$ cat src/rtl/mem_access_stage.sv
// ---------------------------------------------------------------------------
// mem_access_stage
//
// Memory-access pipeline stage sitting between the EX/MEM and MEM/WB
// registers. Word loads and stores are issued on a simple req/ack bus.
// While an access is outstanding the upstream pipeline is frozen through
// out_Stall. A small three-state controller sequences each access:
//
//   IDLE -> WAIT : aligned memory op seen (request latched, stall asserted)
//   WAIT -> DONE : ack received, or no ack after TIMEOUT wait cycles
//   DONE -> IDLE : always, so the instruction still held in EX/MEM during
//                  DONE can never start a second access
//
// Parameters
//   TIMEOUT        maximum WAIT cycles before the access is abandoned (2..65535)
//
// Ports
//   clk            pipeline clock, rising edge
//   rst_n          asynchronous active-low reset
//   in_Valid       EX/MEM holds a live instruction
//   in_MemRead     load
//   in_MemWrite    store (wins when both MemRead and MemWrite are high)
//   in_Branch      branch control
//   in_Zero        ALU zero flag
//   in_ALU         effective address
//   in_WriteData   store data
//   mem_rdata      memory read data, valid with mem_ack
//   mem_ack        memory completion strobe (ignored outside WAIT)
//   mem_req        access request (high for every WAIT cycle)
//   mem_we         1 = write
//   mem_addr       word address, low two bits always zero
//   mem_wdata      store data
//   out_ReadData   load result to MEM/WB
//   out_ANDGate    branch taken
//   out_Stall      freeze PC, IF/ID, ID/EX, EX/MEM; bubble MEM/WB
//   out_AddrError  misaligned access attempted this cycle
//   out_BusError   one-cycle pulse after a timed-out access
//   out_StallCount saturating count of stall cycles
// ---------------------------------------------------------------------------
module mem_access_stage #(
  parameter int unsigned TIMEOUT = 16
) (
  input  logic        clk,
  input  logic        rst_n,
  input  logic        in_Valid,
  input  logic        in_MemRead,
  input  logic        in_MemWrite,
  input  logic        in_Branch,
  input  logic        in_Zero,
  input  logic [31:0] in_ALU,
  input  logic [31:0] in_WriteData,
  input  logic [31:0] mem_rdata,
  input  logic        mem_ack,
  output logic        mem_req,
  output logic        mem_we,
  output logic [31:0] mem_addr,
  output logic [31:0] mem_wdata,
  output logic [31:0] out_ReadData,
  output logic        out_ANDGate,
  output logic        out_Stall,
  output logic        out_AddrError,
  output logic        out_BusError,
  output logic [15:0] out_StallCount
);

  typedef enum logic [1:0] {
    S_IDLE = 2'd0,
    S_WAIT = 2'd1,
    S_DONE = 2'd2
  } state_t;

  // Value of the wait counter on the last WAIT cycle allowed before abandoning.
  localparam logic [15:0] LP_WAIT_LAST = 16'(TIMEOUT - 1);

  state_t      r_state;
  logic [15:0] r_wait_cnt;
  logic        r_req;
  logic        r_we;
  logic [31:0] r_addr;
  logic [31:0] r_wdata;
  logic [31:0] r_rdata;
  logic        r_bus_err;
  logic [15:0] r_stall_cnt;

  logic w_mem_op;
  logic w_aligned;
  logic w_start;
  logic w_misaligned;
  logic w_wait_last;
  logic w_stall;

  // -------------------------------------------------------------------------
  // Combinational decode
  // -------------------------------------------------------------------------
  assign w_mem_op     = in_Valid & (in_MemRead | in_MemWrite);
  assign w_aligned    = (in_ALU[1:0] == 2'b00);
  assign w_start      = (r_state == S_IDLE) & w_mem_op & w_aligned;
  assign w_misaligned = (r_state == S_IDLE) & w_mem_op & ~w_aligned;
  assign w_wait_last  = (r_wait_cnt == LP_WAIT_LAST);

  // The stall has to be raised in the very cycle the access is recognised,
  // otherwise EX/MEM would advance before the request is even issued.
  assign w_stall = w_start | (r_state == S_WAIT);

  // -------------------------------------------------------------------------
  // Access controller
  // -------------------------------------------------------------------------
  always_ff @(posedge clk or negedge rst_n) begin
    if (!rst_n) begin
      r_state    <= S_IDLE;
      r_wait_cnt <= 16'd0;
      r_req      <= 1'b0;
      r_we       <= 1'b0;
      r_addr     <= 32'd0;
      r_wdata    <= 32'd0;
      r_rdata    <= 32'd0;
      r_bus_err  <= 1'b0;
    end else begin
      // Bus error is a single-cycle pulse; only the timeout branch re-arms it.
      r_bus_err <= 1'b0;

      unique case (r_state)
        S_IDLE: begin
          if (w_start) begin
            r_state    <= S_WAIT;
            r_req      <= 1'b1;
            // Both MemRead and MemWrite high is treated as a store.
            r_we       <= in_MemWrite;
            r_addr     <= {in_ALU[31:2], 2'b00};
            r_wdata    <= in_WriteData;
            r_wait_cnt <= 16'd0;
          end else if (w_misaligned) begin
            // A rejected access must not leave stale load data behind.
            r_rdata <= 32'd0;
          end
        end

        S_WAIT: begin
          r_wait_cnt <= r_wait_cnt + 16'd1;
          // Ack is tested first so an ack on the final allowed cycle wins
          // over the timeout.
          if (mem_ack) begin
            if (!r_we) begin
              r_rdata <= mem_rdata;
            end
            r_req   <= 1'b0;
            r_state <= S_DONE;
          end else if (w_wait_last) begin
            r_bus_err <= 1'b1;
            r_rdata   <= 32'd0;
            r_req     <= 1'b0;
            r_state   <= S_DONE;
          end
        end

        S_DONE: begin
          // EX/MEM advances at the end of this cycle; returning to IDLE
          // without looking at the inputs keeps the still-visible
          // instruction from triggering a second access.
          r_wait_cnt <= 16'd0;
          r_state    <= S_IDLE;
        end

        default: begin
          r_wait_cnt <= 16'd0;
          r_req      <= 1'b0;
          r_state    <= S_IDLE;
        end
      endcase
    end
  end

  // -------------------------------------------------------------------------
  // Saturating stall-cycle counter
  // -------------------------------------------------------------------------
  always_ff @(posedge clk or negedge rst_n) begin
    if (!rst_n) begin
      r_stall_cnt <= 16'd0;
    end else if (w_stall && (r_stall_cnt != 16'hFFFF)) begin
      r_stall_cnt <= r_stall_cnt + 16'd1;
    end
  end

  // -------------------------------------------------------------------------
  // Outputs
  // -------------------------------------------------------------------------
  assign mem_req        = r_req;
  assign mem_we         = r_we;
  assign mem_addr       = r_addr;
  assign mem_wdata      = r_wdata;
  assign out_ReadData   = r_rdata;
  assign out_BusError   = r_bus_err;
  assign out_StallCount = r_stall_cnt;
  assign out_Stall      = w_stall;
  assign out_AddrError  = w_misaligned;
  assign out_ANDGate    = in_Valid & in_Branch & in_Zero;

endmodule

$ cat config.mk
export PLATFORM = sky130hd
export DESIGN_NAME = mem_access_stage
export DESIGN_NICKNAME = d
export VERILOG_FILES = /design/src/rtl/mem_access_stage.sv
export SDC_FILE = /design/constraint.sdc
export NUM_CORES = 1
export LEC_CHECK = 0
export CORE_MARGIN = 2
export CORE_UTILIZATION = 39
export DETAILED_ROUTE_END_ITERATION = 16
export GPL_TIMING_DRIVEN = 0
export PLACE_DENSITY = 0.77
export SYNTH_ARGS = -nofsm -noshare
export SYNTH_HDL_FRONTEND = slang
export SYNTH_SLANG_ARGS = --single-unit
$ cat constraint.sdc
create_clock -name clk -period 1.9 [get_ports clk]
set_clock_uncertainty 0.15 [all_clocks]
set_input_delay 0.285 -clock clk [delete_from_list [all_inputs] [get_ports clk]]
set_output_delay 0.285 -clock clk [all_outputs]
set_load 0.01 [all_outputs]
==> impl_metrics.csv, run 1 <==
group,metric,value,unit
floorplanning,dieArea,14800,um^2
synth,synth-edff-count,0,
pwr,pwr-share-comb,27.5,%
clock_network,clock_path_buffers,2,
placement,placed_cell_area,7890,um^2
final_layout,insertedDiodeCount,0,
floorplanning,fp.coreArea,13700,um^2
placement,hpwl,10800,um
sta,fin_setup_tns,-3520,ps
pwr,internal_power,7.30,mW
synth,avgSynthCellArea,13.5,um^2
clock_network,root_buffer,"clkbuf_16",
worst_setup_path,critPathRequiredTime,1460,ps
clock_network,htreeDepth,4,
pwr,p_sw,2.62,mW
synth,yosys_warnings,0,
clock_network,cts_tree,"yes",
pwr,power_density,1100,nW/um^2
drt,ant_nets,0,
clock_network,clk_pin_slew,60,ps
drt,drcViolationCount,0,
floorplanning,initial_core_util,39.4,%
final_layout,nets,777,
global_route,overflow,0,
global_route,antenna_found_initial,0,
final_layout,fill_cells,1009,
worst_setup_path,path_max_fanout,4,
global_route,grt_first_pass_wirelength,24600,um
sta,worst_slew_pin_slew,621,ps
worst_setup_path,crit_path_end_kind,"output port",
synth,synthTopCellsByArea,"dfrtp_1, mux2_2, a22o_1, xor2_1, o21ai_0",
drt,vias,4546,
clock_network,cts_sinks,131,
sta,setup_viol,45,
hold_path,hold_class,"primary input to asynchronous set/reset pin",
pwr,p_leak,3.91,nW
final_layout,design_area,9030,um^2
worst_setup_path,worstSetupPathType,"flop to output port",
pwr,clock_power_share,35.1,%
status,run_status,"finished, violations left",
drt,finalWirelength,16200,um
sta,min_period_over_period,107,%
pwr,peakVddDrop,0.000737,V
synth,synth.distinct_cells,46,
pwr,switching_share,26.4,%
pwr,seqPwrFrac,37.4,%
placement,dp.cells,802,
placement,place.gp.congestion,0.891,
sta,rsz0062_at_grt,"true",
synth,yosysTopAreaCellShare,60.6,%
drt,drtIter0Drc,236,
sta,timing.final.ws_setup,-137,ps
final_layout,drive_gt1_share,30.6,%
status,violations,"setup timing",
synth,netlist_area,5410,um^2
floorplanning,io_pins,222,
global_route,grt_pass1_vias,4838,
worst_setup_path,worst-endpoint-arrival,1600,ps
floorplanning,die-width,122,um
job,cap_violations,0,
global_route,grt_max_degree,68,
sta,hold_viol_final,0,
sta,max_freq,491,MHz
final_layout,finalNonFillerCells,864,
placement,portBuffers,219,
floorplanning,rows,43,
synth,ys_seq_elements,131,
sta,holdWs,293,ps
drt,drt_pass1_iterations,4,
synth,synth-async-reset-ratio,100,%
floorplanning,die_h,122,um
synth,synth_cells,401,
sta,drv_slew,0,
global_route,globalRouteTotalUtil,21.6,%
drt,routedWlPerCell,18.7,um
synth,ys.flop_type,"dfrtp_1",
worst_setup_path,crit_path_start_kind,"flop",
clock_network,cts_buffers,17,
placement,dp_slack,-862,ps
sta,finalCriticalPeriod,2040,ps
drt,viasPerCell,5.26,
clock_network,worst_skew_pair.late_latency,410,ps
sta,max-slew-margin-rel,58.6,%
synth,ys_seq_area_share,60.6,%
final_layout,area.growth.synth_to_final,67.0,%
synth,yosysTopAreaCell,"dfrtp_1",
-- per-layer routing --
layer / share of wire [%] / vias up / track usage [%]
met1: 37 / 2280 / 24.4
met4: 3.1 / 0 / 8.84
met2: 52 / 201 / 36.5
met5: 0 / - / 0
li1: - / 2021 / -
met3: 7.2 / 44 / 8.47
-- cells in the final DEF, fill, tap and decap left out, drive strengths merged, types with 2 or more instances in the layout --
master and count:
a31oi 5, nand2 15, nand3 12, nand2b 4, o211ai 3, nor3b 2
a31o 2, and2 3, dlymetal6s2s 4, mux2 66, bufinv 4, and3 8
conb 2, nor4b 3, a21oi 4, inv 3, clkinv 2, a22o 33
clkbuf 26, nor2 8, nor3 8, xor2 14, ha 2, dfrtp 131
a41oi 2, clkinvlp 7, nand4 10, buf 52, o21ai 13, nor4 9
or4 3, clkdlybuf4s50 211, and4 2
-- Yosys cell counts, types with 2 or more instances --
library cell / count
nor4_2: 3
nand2b_1: 4
buf_2: 8
nand3_1: 12
or4_1: 3
nor4b_1: 3
a21oi_1: 4
and2_1: 3
o21ai_0: 13
nor4_1: 5
xor2_1: 14
o211ai_1: 3
nor3b_1: 2
and3_1: 8
buf_6: 4
dfrtp_1: 131
inv_1: 3
clkbuf_1: 8
nor3_1: 8
a31oi_1: 4
nor2_1: 7
mux2_2: 66
nand4_1: 9
nand2_1: 15
a22o_1: 33
buf_4: 4
and4_1: 2
a41oi_1: 2
ha_1: 2
a31o_2: 2
-- sequential cells by signal (all words and copies together), names as in the netlist --
name and cells:
out_ReadData 32, mem_addr 30, r_wait_cnt 16, mem_wdata 32, r_state 2, mem_req 1
out_StallCount 16, out_BusError 1, mem_we 1
-- final cells by class --
type                    count  area [um^2]  share of cell area, %
clock inverters            13          183                   2.02
flip-flops and latches    131         3300                   36.5
inverters                   3         11.3                  0.125
multi-input cells         243         2210                   24.4
clock buffers              19          453                   5.01
plain buffers              19          146                   1.62
well taps                 180          225                   2.49
repair buffers            256         2510                   27.8
-- power by group through the flow --
stage | combinational [mW] | clock (mW) | sequential, mW
global placement | 2.45 | 0 | 3.71
floorplan | 0.684 | 0 | 3.95
finish | 2.73 | 3.49 | 3.72
detailed placement | 2.50 | 0 | 3.75
global route | 2.88 | 3.67 | 3.78
CTS | 2.63 | 3.53 | 3.71
-- timing repair --
action                                  CTS  global route
endpoints found under the hold margin    66             0
endpoints found under the setup margin  119            73
buffers inserted                         24             7
hold buffers                              1             0
resized for setup                        44            44
pin swaps                                 9            13
cloned                                    3             1
-- path summary, 6_finish.rpt --
check                      cells after the start         startpoint                 end  slack (ps)
max                                            5         r_state[0]           out_Stall        -140
min                                            2              rst_n   out_StallCount[7]         290
max reg2reg                                    7  out_StallCount[1]  out_StallCount[14]        -120
min reg2reg                                    1   out_ReadData[21]    out_ReadData[21]         350
max in group asynchronous                      3              rst_n      r_wait_cnt[13]         580
min in group clk                               2       mem_rdata[4]     out_ReadData[4]         320
-- per-stage QoR --
step | power [mW] | utilization [%]
2_1_floorplan | 4.64 | -
3_3_place_gp | 6.16 | 57.3
3_5_place_dp | 6.24 | 57.5
4_1_cts | 9.87 | 64.4
5_1_grt | 10.3 | 65.8
6_report | 9.93 | 65.8
-- critical path, stage by stage (launching register included) --
cell,delay [ps]
dfrtp_2,450
and2b_2,250
a31oi_4,210
buf_6,140
inv_2,30
buf_6,110
-- logic make-up after synthesis --
kind of cell / after synthesis / share of synthesized area, %
adder cells (fa/ha/maj): 2 / 0.462
other: 1 / 0.0693
flip-flops: 131 / 60.6
multiplexers: 66 / 13.7
XOR/XNOR: 15 / 2.43
AND/OR/NAND/NOR: 90 / 10.0
buffers and inverters: 28 / 2.98
AO/OA/AOI/OAI: 68 / 9.69
(Power assumes the default switching activity.)
==> run 2: changes to the inputs <==
Clock period 1.9 ns to 1.8 ns, I/O delays scaled along.
==> run 2 against run 1 <==
The flow still finishes with violations (setup timing). Global-route usage increased by 0.72 points. Routed wire length is 15% higher. Combinational power up 23%. Largest cell class is now non-clock buffers. Highest routed layer unchanged.
==> impl_metrics.csv, run 2 (synthesized netlist as in run 1, its figures left out) <==
group,metric,value,unit
status,run_status,"finished, violations left",
status,violations,"setup timing",
global_route,antenna_found_initial,0,
placement,dp_slack,-802,ps
global_route,globalRouteTotalUtil,22.3,%
floorplanning,die_h,122,um
sta,setup_viol,111,
final_layout,area.growth.synth_to_final,86.0,%
clock_network,cts_buffers,17,
clock_network,worst_skew_pair.late_latency,420,ps
sta,rsz0062_at_grt,"true",
hold_path,hold_class,"primary input to asynchronous set/reset pin",
final_layout,nets,823,
clock_network,clock_path_buffers,2,
sta,drv_slew,0,
drt,drcViolationCount,0,
worst_setup_path,r2r-end,"out_ReadData[28]",
final_layout,final_common_cell,"clkdlybuf4s50_1",
floorplanning,die-width,122,um
job,cap_violations,0,
worst_setup_path,crit_path_start_kind,"flop",
global_route,grt_max_degree,100,
pwr,p_leak,4.76,nW
placement,portBuffers,219,
floorplanning,initial_core_util,39.4,%
sta,holdWs,166,ps
worst_setup_path,worstRegToRegCells,5,
drt,finalWirelength,18600,um
floorplanning,dieArea,14800,um^2
final_layout,multi_input_area,2550,um^2
sta,min_period_over_period,113,%
worst_setup_path,path_max_fanout,8,
drt,drtIter0Drc,306,
clock_network,root_buffer,"clkbuf_16",
clock_network,cts_tree,"yes",
clock_network,cts_sinks,131,
drt,routedWlPerCell,20.4,um
placement,place.gp.congestion,0.859,
final_layout,insertedDiodeCount,0,
sta,max_freq,493,MHz
drt,vias,4780,
placement,hpwl,10600,um
floorplanning,io_pins,222,
worst_setup_path,critPathRequiredTime,1950,ps
drt,drt_pass1_iterations,4,
sta,finalCriticalPeriod,2030,ps
final_layout,fill_cells,895,
worst_setup_path,reg2reg_slack,-230,ps
drt,viasPerCell,5.25,
clock_network,htreeDepth,4,
global_route,grt_pass1_vias,4807,
global_route,grt_first_pass_wirelength,25100,um
drt,ant_nets,0,
pwr,finalPower,11.1,mW
final_layout,regArea,3290,um^2
worst_setup_path,r2r_start,"r_wait_cnt[12]",
sta,timing.final.ws_setup,-228,ps
worst_setup_path,crit_path_end_kind,"flop",
sta,hold_viol_final,0,
worst_setup_path,worst-endpoint-arrival,2180,ps
worst_setup_path,worstSetupPathType,"flop to flop",
final_layout,drive_gt1_share,35.8,%
floorplanning,fp.coreArea,13700,um^2
clock_network,clk_pin_slew,60,ps
worst_setup_path,startpoint,"r_wait_cnt[12]",
global_route,overflow,0,
floorplanning,rows,43,
final_layout,mostFrequentLayoutCells,"clkdlybuf4s50_1, dfrtp_1, mux2_4, buf_4, a22o_1",
pwr,power_density,1100,nW/um^2
sta,fin_setup_tns,-11400,ps
pwr,peakVddDrop,0.000943,V
worst_setup_path,crit_end,"out_ReadData[28]",
-- run 2: routing by layer --
| layer | up-vias | track usage, % | routed length (um) |
|---|---|---|---|
| met5 | - | 0 | 0 |
| met4 | 0 | 8.12 | 415 |
| met3 | 31 | 6.37 | 1240 |
| met2 | 218 | 40.4 | 9860 |
| met1 | 2419 | 24.8 | 7040 |
| li1 | 2112 | - | - |
-- run 2: cell type report --
| class | count | share of cell area, % |
|---|---|---|
| inverter | 3 | 0.112 |
| sequential | 131 | 32.7 |
| clock buffer | 18 | 4.26 |
| tap | 180 | 2.24 |
| multi-input combinational | 243 | 25.3 |
| buffer | 22 | 2.73 |
| timing repair buffer | 299 | 30.5 |
| clock inverter | 14 | 2.08 |
-- run 2: worst min path at each step --
stage | from | endpoint | slack (ps) | cells after the start
after floorplan | rst_n | mem_addr[10] | -180 | 0
after global placement | out_ReadData[21] | out_ReadData[21] | 340 | 1
after detailed placement | rst_n | mem_addr[14] | 20 | 1
after CTS | rst_n | mem_addr[14] | 140 | 2
after global routing | rst_n | mem_addr[14] | 200 | 2
final | rst_n | mem_addr[14] | 170 | 2
-- run 2: per-stage QoR --
| step | instances | cell area [um^2] | utilization, % |
|---|---|---|---|
| floorplan | 402 | 5450 | - |
| global placement | 801 | 7860 | 57.3 |
| detailed placement | 802 | 7890 | 57.5 |
| CTS | 874 | 9180 | 66.9 |
| global route | 910 | 10100 | 73.4 |
| finish | 910 | 10100 | 73.4 |
-- run 2: critical path, stage by stage (launching register included) --
cell and delay (ps):
dfrtp_1 440, nor4_4 340, nand4_4 160, a211o_4 440, buf_6 160, a22o_1 220
-- run 2: repair_timing --
| action | 4_1_cts | 5_1_grt |
|---|---|---|
| gates resized for setup | 118 | 139 |
| endpoints found under the setup margin | 147 | 134 |
| buffers inserted | 38 | 32 |
| pin swaps | 16 | 20 |
| cloned | 5 | 5 |
| hold buffers | 1 | 0 |
| hold endpoints to repair | 32 | 0 |
-- run 2: power breakdown --
group	total [mW]	internal, mW	switching, mW
combinational	3.37	2.15	1.22
clock	3.77	2.45	1.32
sequential	3.94	3.53	0.409
